==> src/rtl/cp0_regfile_if.sv <==
// CP0 access bundle between the pipeline and the coprocessor-0 register file.
// Carries exception commit, MTC0/MFC0 access, interrupt lines and status/redirect outputs.
interface cp0_regfile_if #(
   parameter int DATA_WIDTH = 32
);
   logic [2:0]            exception;
   logic [DATA_WIDTH-1:0] except_pc;
   logic                  except_in_delay_slot;
   logic                  we;
   logic [4:0]            waddr;
   logic [DATA_WIDTH-1:0] wdata;
   logic [4:0]            raddr;
   logic [DATA_WIDTH-1:0] rdata;
   logic [5:0]            hw_int;
   logic                  interrupt_req;
   logic [DATA_WIDTH-1:0] epc;
   logic [DATA_WIDTH-1:0] status;
   logic [DATA_WIDTH-1:0] cause;
   logic                  timer_int;

   modport master (
      output exception, except_pc, except_in_delay_slot,
      output we, waddr, wdata, raddr, hw_int,
      input  rdata, interrupt_req, epc, status, cause, timer_int
   );

   modport slave (
      input  exception, except_pc, except_in_delay_slot,
      input  we, waddr, wdata, raddr, hw_int,
      output rdata, interrupt_req, epc, status, cause, timer_int
   );
endinterface

==> src/rtl/cp0_regfile.sv <==
// Coprocessor-0 register file: Count/Compare timer, Status, Cause, EPC.
// Ports: clk, rst (async active-high), bus (cp0_regfile_if.slave).
module cp0_regfile #(
   parameter int DATA_WIDTH = 32,
   parameter int NUM_HW_INT = 6
) (
   input logic        clk,
   input logic        rst,
   cp0_regfile_if.slave bus
);

   localparam logic [4:0] R_COUNT   = 5'd9;
   localparam logic [4:0] R_COMPARE = 5'd11;
   localparam logic [4:0] R_STATUS  = 5'd12;
   localparam logic [4:0] R_CAUSE   = 5'd13;
   localparam logic [4:0] R_EPC     = 5'd14;

   localparam logic [DATA_WIDTH-1:0] ST_MASK =
      DATA_WIDTH'(32'h0000_FF03);
   localparam logic [DATA_WIDTH-1:0] CA_MASK =
      DATA_WIDTH'(32'h0000_0300);

   logic [DATA_WIDTH-1:0] count_q, count_d;
   logic [DATA_WIDTH-1:0] compare_q, compare_d;
   logic [DATA_WIDTH-1:0] status_q, status_d;
   logic [DATA_WIDTH-1:0] cause_q, cause_d;
   logic [DATA_WIDTH-1:0] epc_q, epc_d;
   logic                  timer_q, timer_d;

   logic       exc_take;
   logic       eret;
   logic [4:0] exc_code;
   logic       wr_count, wr_cmp, wr_st, wr_ca, wr_epc;
   logic       fwd;

   always_comb begin
      exc_take = 1'b0;
      eret     = 1'b0;
      exc_code = 5'd0;
      case (bus.exception)
         3'd1: begin exc_take = 1'b1; exc_code = 5'd0;  end
         3'd2: begin exc_take = 1'b1; exc_code = 5'd8;  end
         3'd3: begin exc_take = 1'b1; exc_code = 5'd10; end
         3'd4: begin exc_take = 1'b1; exc_code = 5'd13; end
         3'd5: begin exc_take = 1'b1; exc_code = 5'd12; end
         3'd6: eret = 1'b1;
         default: ;
      endcase
   end

   assign wr_count = bus.we & (bus.waddr == R_COUNT);
   assign wr_cmp   = bus.we & (bus.waddr == R_COMPARE);
   assign wr_st    = bus.we & (bus.waddr == R_STATUS);
   assign wr_ca    = bus.we & (bus.waddr == R_CAUSE);
   assign wr_epc   = bus.we & (bus.waddr == R_EPC);

   always_comb begin
      count_d   = wr_count ? bus.wdata : count_q + 1'b1;
      compare_d = wr_cmp ? bus.wdata : compare_q;
      // Compare write clears the flag even if a match lands that cycle
      timer_d   = ~wr_cmp &
                  (timer_q | ((count_q == compare_q) &
                              (compare_q != '0)));
      status_d  = status_q;
      cause_d   = cause_q;
      epc_d     = epc_q;
      cause_d[15:10] = {bus.hw_int[5] | timer_q, bus.hw_int[4:0]};
      // Exception/ERET own Status/Cause/EPC; a same-cycle MTC0 is dropped
      if (exc_take) begin
         if (!status_q[1]) begin
            epc_d = bus.except_in_delay_slot ?
                    bus.except_pc - DATA_WIDTH'(4) :
                    bus.except_pc;
            cause_d[31] = bus.except_in_delay_slot;
         end
         status_d[1]  = 1'b1;
         cause_d[6:2] = exc_code;
      end else if (eret) begin
         status_d[1] = 1'b0;
      end else begin
         if (wr_st)  status_d = bus.wdata & ST_MASK;
         if (wr_ca)  cause_d[9:8] = bus.wdata[9:8];
         if (wr_epc) epc_d = bus.wdata;
      end
   end

   always_ff @(posedge clk or posedge rst) begin
      if (rst) begin
         count_q   <= '0;
         compare_q <= '0;
         status_q  <= '0;
         cause_q   <= '0;
         epc_q     <= '0;
         timer_q   <= 1'b0;
      end else begin
         count_q   <= count_d;
         compare_q <= compare_d;
         status_q  <= status_d;
         cause_q   <= cause_d;
         epc_q     <= epc_d;
         timer_q   <= timer_d;
      end
   end

   assign fwd = bus.we & (bus.waddr == bus.raddr);

   always_comb begin
      bus.rdata = '0;
      case (bus.raddr)
         R_COUNT:   bus.rdata = fwd ? bus.wdata : count_q;
         R_COMPARE: bus.rdata = fwd ? bus.wdata : compare_q;
         R_STATUS:  bus.rdata = fwd ? (bus.wdata & ST_MASK) : status_q;
         R_CAUSE:   bus.rdata = fwd ?
                       ((cause_q & ~CA_MASK) | (bus.wdata & CA_MASK)) :
                       cause_q;
         R_EPC:     bus.rdata = fwd ? bus.wdata : epc_q;
         default:   bus.rdata = '0;
      endcase
   end

   assign bus.epc           = wr_epc ? bus.wdata : epc_q;
   assign bus.status        = status_q;
   assign bus.cause         = cause_q;
   assign bus.timer_int     = timer_q;
   assign bus.interrupt_req = status_q[0] & ~status_q[1] &
                              (|(cause_q[15:8] & status_q[15:8]));

endmodule

==> src/flat_wrapper.sv <==
// flat-port wrapper written by rule: the top's interface ports become plain ports
module cp0_regfile_flat 
#(
   parameter int DATA_WIDTH = 32,
   parameter int NUM_HW_INT = 6
)
  (clk, rst, bus_exception, bus_except_pc, bus_except_in_delay_slot, bus_we, bus_waddr, bus_wdata, bus_raddr, bus_hw_int, bus_rdata, bus_interrupt_req, bus_epc, bus_status, bus_cause, bus_timer_int);
  cp0_regfile_if #(.DATA_WIDTH(DATA_WIDTH)) bus_i ();
  input logic clk;
  input logic rst;
  input wire logic [$bits(bus_i.exception)-1:0] bus_exception;
  input wire logic [$bits(bus_i.except_pc)-1:0] bus_except_pc;
  input wire logic [$bits(bus_i.except_in_delay_slot)-1:0] bus_except_in_delay_slot;
  input wire logic [$bits(bus_i.we)-1:0] bus_we;
  input wire logic [$bits(bus_i.waddr)-1:0] bus_waddr;
  input wire logic [$bits(bus_i.wdata)-1:0] bus_wdata;
  input wire logic [$bits(bus_i.raddr)-1:0] bus_raddr;
  input wire logic [$bits(bus_i.hw_int)-1:0] bus_hw_int;
  output wire logic [$bits(bus_i.rdata)-1:0] bus_rdata;
  output wire logic [$bits(bus_i.interrupt_req)-1:0] bus_interrupt_req;
  output wire logic [$bits(bus_i.epc)-1:0] bus_epc;
  output wire logic [$bits(bus_i.status)-1:0] bus_status;
  output wire logic [$bits(bus_i.cause)-1:0] bus_cause;
  output wire logic [$bits(bus_i.timer_int)-1:0] bus_timer_int;
  assign bus_i.exception = bus_exception;
  assign bus_i.except_pc = bus_except_pc;
  assign bus_i.except_in_delay_slot = bus_except_in_delay_slot;
  assign bus_i.we = bus_we;
  assign bus_i.waddr = bus_waddr;
  assign bus_i.wdata = bus_wdata;
  assign bus_i.raddr = bus_raddr;
  assign bus_i.hw_int = bus_hw_int;
  assign bus_rdata = bus_i.rdata;
  assign bus_interrupt_req = bus_i.interrupt_req;
  assign bus_epc = bus_i.epc;
  assign bus_status = bus_i.status;
  assign bus_cause = bus_i.cause;
  assign bus_timer_int = bus_i.timer_int;
  cp0_regfile #(.DATA_WIDTH(DATA_WIDTH), .NUM_HW_INT(NUM_HW_INT)) u_core (.clk(clk), .rst(rst), .bus(bus_i));
endmodule
==> config.mk <==
export PLATFORM = sky130hd
export DESIGN_NAME = cp0_regfile_flat
export DESIGN_NICKNAME = d
export VERILOG_FILES = /design/src/rtl/cp0_regfile_if.sv /design/src/rtl/cp0_regfile.sv /design/src/flat_wrapper.sv
export SDC_FILE = /design/constraint.sdc
export NUM_CORES = 1
export LEC_CHECK = 0
export CORE_ASPECT_RATIO = 0.7
export CORE_MARGIN = 5
export CORE_UTILIZATION = 45
export DETAILED_ROUTE_END_ITERATION = 10
export HOLD_SLACK_MARGIN = 0.1
export PLACE_DENSITY = 0.75
export SYNTH_ARGS = -nofsm -noshare
export SYNTH_HDL_FRONTEND = slang
export SYNTH_SLANG_ARGS = --single-unit
==> constraint.sdc <==
create_clock -name clk -period 8.5 [get_ports clk]
set_clock_uncertainty 0.2 [all_clocks]
set_input_delay 1.7 -clock clk [delete_from_list [all_inputs] [get_ports clk]]
set_output_delay 1.7 -clock clk [all_outputs]
set_load 0.02 [all_outputs]
### Word-level counts from Yosys, hierarchy flattened

Cells that the tools add are included.

| storage, ports and cells | value |
|---|---|
| bits in registers | 121 |
| input port bits | 87 |
| output and inout bits | 130 |
| word-level logic and storage cells | 76 |

| cells by class | value |
|---|---|
| add/sub/neg operators | 2 |
| equality and inequality tests | 20 |
| mux-type cells | 18 |
| bitwise logic cells | 18 |
| reductions and logical operators | 8 |

Operators by type and width:

| cell | count |
|---|---|
| $mux W32 | 10 |
| $pmux W32 S5 | 1 |
| $eq A5 B4 Y1 const B | 10 |
| $add A32 B1 Y32 const B | 1 |
| $eq A32 B32 Y1 | 1 |
| $or A32 B10 Y32 | 1 |
| $reduce_bool A32 Y1 | 1 |
| $sub A32 B3 Y32 const B | 1 |
| $mux W16 | 1 |
| $pmux W4 S4 | 1 |
| $and A1 B1 Y1 | 10 |
| $eq A3 B3 Y1 const B | 3 |
| $and A8 B8 Y8 | 1 |
| $reduce_or A8 Y1 | 1 |
| $eq A3 B2 Y1 const B | 2 |
| $reduce_and A3 Y1 | 2 |
| $eq A5 B5 Y1 | 1 |
| $reduce_or A5 Y1 | 1 |
| $mux W1 | 4 |
| $not A1 Y1 | 4 |
| $reduce_and A2 Y1 | 2 |
| $eq A3 B1 Y1 const B | 1 |
| $reduce_bool A3 Y1 | 1 |
| $mux W2 | 1 |
| other kinds (3) | 4 |

### Logic depth before layout (Yosys ltp)

| logic depth | value |
|---|---|
| depth in word-level cells | 5 |
| mapped depth | 9 |
| gate-level depth less buffers | 7 |

### Least setup slack after synthesis

Ideal clock, no wire load.

| timing | value |
|---|---|
| path kind | in2out |
| from | input port bus_raddr[0] |
| to | output port bus_rdata[8] |
| data arrival time | 3.676 ns |
| required time | 6.600 ns |
| path slack | 2.924 ns |
| cell stages on the path | 9 |
| buffers on the path | 4 |
| cells stage by stage | buf_2 > xor2_1 > nor4_1 > and3_1 > clkbuf_1 > buf_2 > buf_2 > a221oi_1 > o32ai_1 |

| between the ends | value |
|---|---|
| word-level cells in the longest chain between the ends | 4 |
| elaborated cells on any way between the ends | 13 |
| those cells by class | eq/ne (6); mux (6); bitwise (1) |

Ends and longest elaborated chain:

| what | line | source |
|---|---|---|
| from (decl) | flat_wrapper.sv:17 | `input wire logic [$bits(bus_i.raddr)-1:0] bus_raddr;` |
| $eq A5 B5 Y1 | cp0_regfile.sv:105 | `assign fwd = bus.we & (bus.waddr == bus.raddr);` |
| $and A1 B1 Y1 | cp0_regfile.sv:105 |  |
| $mux W32, or another cell as far along | cp0_regfile.sv:116 | `R_EPC: bus.rdata = fwd ? bus.wdata : epc_q;` |
| $pmux W32 S5 * | cp0_regfile.sv:109 | `case (bus.raddr)` |
| to (decl) | flat_wrapper.sv:19 | `output wire logic [$bits(bus_i.rdata)-1:0] bus_rdata;` |

Mark *: on every way between the ends. The rest lies on a longest branch, timed or not.

### Worst setup path after layout

| timing | value |
|---|---|
| from | input port bus_raddr[0] |
| to | output port bus_rdata[9] |

The elaborated chain is that of the path after synthesis.

==> impl_metrics.tcl <==
set metrics [dict create \
    cp-start-kind "input pin" \
    multi_input_area_mm2 0.004795 \
    fin_crit_ns 6.910 \
    setup_viol 0 \
    syn_avg_cell_area_um2 9.362 \
    ctsResizeCount 0 \
    numClockSinks 120 \
    crit-reg2reg-launch "u_core.bus.status[1]$_DFFE_PP0P_" \
    routed_wl_um 29100 \
    startpoint "bus_raddr[0]" \
    viasPerCell 6.069 \
    reg2reg_to "u_core.epc_q[18]$_DFFE_PP0P_" \
    dr.pass1.iters 8 \
    syn_inst 883 \
    p_sw_frac 0.3633 \
    clkLatencyLatePin_ns 0.42 \
    status "complete, no violations" \
    async_flop_share 1.000 \
    grt_max_degree 76 \
    fin_crit_sh 0.8130 \
    seqCellArea_mm2 0.003003 \
    criticalPathCategory "in -> out" \
    syn2layout_area_growth_pct 27.97 \
    ant_nets 0 \
    core-area_mm2 0.01806 \
    die_x_um 172 \
    cts_buffers 17 \
    intPower_mw 1.579 \
    ctsHtreeMaxLevel 4 \
    tritoncts "built" \
    slew_headroom 0.1438 \
    cp.required_ns 6.60 \
    antenna_found_initial 2 \
    postCtsSetupRepairBufs 0 \
    grt_use_total 0.2715 \
    r2r_slack_ns 6.32 \
    ios 217 \
    timing.setup.tns_ns 0 \
    clockRootBuffer "clkbuf_16" \
    slew_violations 0 \
    rsz0062_at_grt "false" \
    ys_ff_latch 120 \
    ys_seq_area_frac 0.3633 \
    drive_gt1_frac 0.1310 \
    fin_util 0.5859 \
    max_freq_mhz 144.7 \
    pwr_density_cell_mw_per_mm2 234.4 \
    cap_violations 0 \
    tightest_slew_ns 1.281 \
    rows 41 \
    holdPathStages 2 \
    synth_area_mm2 0.008267 \
    hp-start "u_core.epc_q[7]$_DFFE_PP0P_" \
    die_height_um 123.4 \
    grt-ovfl-total 0 \
    yosys.cell_types.count 64 \
    hold_viol 0 \
    whs_endpoint "u_core.epc_q[7]$_DFFE_PP0P_" \
    clockPowerShare 0.301 \
    power.leakage_nw 4.273 \
    seqPwrFrac 0.392 \
    vdd_drop_max_mv 0.1637 \
    synth-main-ff-cell "dfrtp_1" \
    ys_warn_count 0 \
    routabilityCongestion 0.9614 \
    power_switching_mw 0.9011 \
    initial_core_util 0.4578 \
    wl_per_cell_um 22.82 \
    drt-initial-drc-count 1435 \
    grt_pass1_wl_um 43600 \
    setup.worst_path.end_class "output pin" \
    combPwrFrac 0.307 \
    place_hpwl_um 21780 \
    die-area_mm2 0.02122 \
    clkSlewWorstSetupHoldPaths_ns 0.05 \
    reg2reg_depth 4 \
    grt_pass1_vias 7145 \
    portBuffers 175 \
    synth_edf_count 0 \
    vias 7738 \
    path_max_fanout 49 \
    min_path_type "reg -> reg" \
    fillCellCount 1574 \
    cts_buffer_depth 2 \
    post-route-drc-count 0 \
    arrival_ns 5.01 \
    cts_hold_buf 0 \
    fin_nets 1115 \
]
-- routing by layer --
| metal | routed length (µm) | share of wire | GRT usage | vias up |
|---|---|---|---|---|
| met5 | 13 | 0.00045 | 0 | - |
| met4 | 532 | 0.018 | 0.06627 | 2 |
| met3 | 3985 | 0.14 | 0.07063 | 59 |
| met2 | 12110 | 0.42 | 0.3754 | 492 |
| met1 | 12450 | 0.43 | 0.4192 | 3714 |
| li1 | - | - | - | 3471 |
-- cell usage after synthesis, types with 27 or more instances --
library cell | number | share of area
dfrtp_1 | 120 | 0.36
mux2_2 | 78 | 0.11
nand2_1 | 63 | 0.029
nor2_1 | 63 | 0.029
xor2_1 | 54 | 0.057
a21oi_1 | 43 | 0.026
clkbuf_1 | 43 | 0.020
buf_4 | 41 | 0.037
o21ai_0 | 36 | 0.022
xnor2_1 | 34 | 0.036
nand3_1 | 30 | 0.018
nor4_1 | 28 | 0.021
a22oi_1 | 27 | 0.025
-- flip-flops by register name, summed over array words and instances, names as in the netlist --
register	flops
u_core.count_q	32
u_core.bus.cause	13
u_core.bus.status	10
u_core.bus.timer_int	1
u_core.compare_q	32
u_core.epc_q	32
-- area by class of cell --
class / count / area share
diodes: 1 / 0.0002365
clock buffers: 24 / 0.04648
clock inverters: 8 / 0.01112
inverters: 10 / 0.003785
multi-input cells: 690 / 0.4532
flip-flops and latches: 120 / 0.2839
well taps: 236 / 0.02791
repair buffers: 186 / 0.1734
-- power groups by stage --
stage | combinational (mW) | sequential, mW | clock [mW]
2_1_floorplan | 0.511 | 0.853 | 0
3_3_place_gp | 0.736 | 0.956 | 0
3_5_place_dp | 0.752 | 0.957 | 0
4_1_cts | 0.759 | 0.954 | 0.751
5_1_grt | 0.820 | 0.984 | 0.779
6_report | 0.761 | 0.973 | 0.746
-- layout by cell type, fill, tap and decap left out, types with 5 or more instances in the layout --
cell type	instances
xor2_1	54
a32oi_1	11
a21o_1	12
a21oi_1	43
and3_1	7
o21ai_0	36
inv_1	9
nor3_1	16
dfrtp_1	120
nand2_1	63
nand3_1	30
nand4_1	19
conb_1	41
a22oi_1	27
a221oi_1	7
xnor2_1	34
a32o_1	5
nor4_1	28
clkbuf_16	17
buf_4	11
a222oi_1	19
mux2_2	78
clkdlybuf4s50_1	175
nor2_1	63
mux2i_1	16
nor2b_1	5
and4_1	6
-- kinds of logic after synthesis --
| logic type | after synthesis | share of synthesized area |
|---|---|---|
| simple gates | 279 | 0.1791 |
| compound gates | 185 | 0.1577 |
| flops | 120 | 0.3633 |
| buf+inv | 113 | 0.07613 |
| mux | 94 | 0.1256 |
| xor+xnor | 88 | 0.09323 |
| fa+ha+maj | 3 | 0.004541 |
| other cells | 1 | 0.0004536 |
-- critical path, cell delays in order --
cell and delay (ns):
clkdlybuf4s50_1 0.57, xor2_1 0.23, nor4_1 0.25, and3_2 0.76
buf_4 0.36, a221oi_1 0.09, a221oi_1 0.36, clkdlybuf4s50_1 0.68
-- metrics by stage --
stage          worst slack, ns  hold slack (ns)  area [µm²]  power, mW  std cells
3_5_place_dp             1.670           0.3164        9967      1.709       1242
3_3_place_gp             1.729           0.2851        9967      1.692       1242
2_1_floorplan            2.924           0.2634        8417      1.364        923
6_report                 1.590           0.3358       10580      2.480       1275
4_1_cts                  1.673           0.3283       10580      2.463       1274
5_1_grt                  1.419           0.3587       10580      2.583       1275
-- worst max path at each step --
| stage | slack, ns | endpoint |
|---|---|---|
| floorplan | 2.92 | bus_rdata[8] |
| CTS | 1.67 | bus_rdata[9] |
| detailed placement | 1.67 | bus_rdata[9] |
| global placement | 1.73 | bus_rdata[9] |
| finish | 1.59 | bus_rdata[9] |
| global route | 1.42 | bus_rdata[9] |
Note: power is estimated with default switching activity, not from simulation.
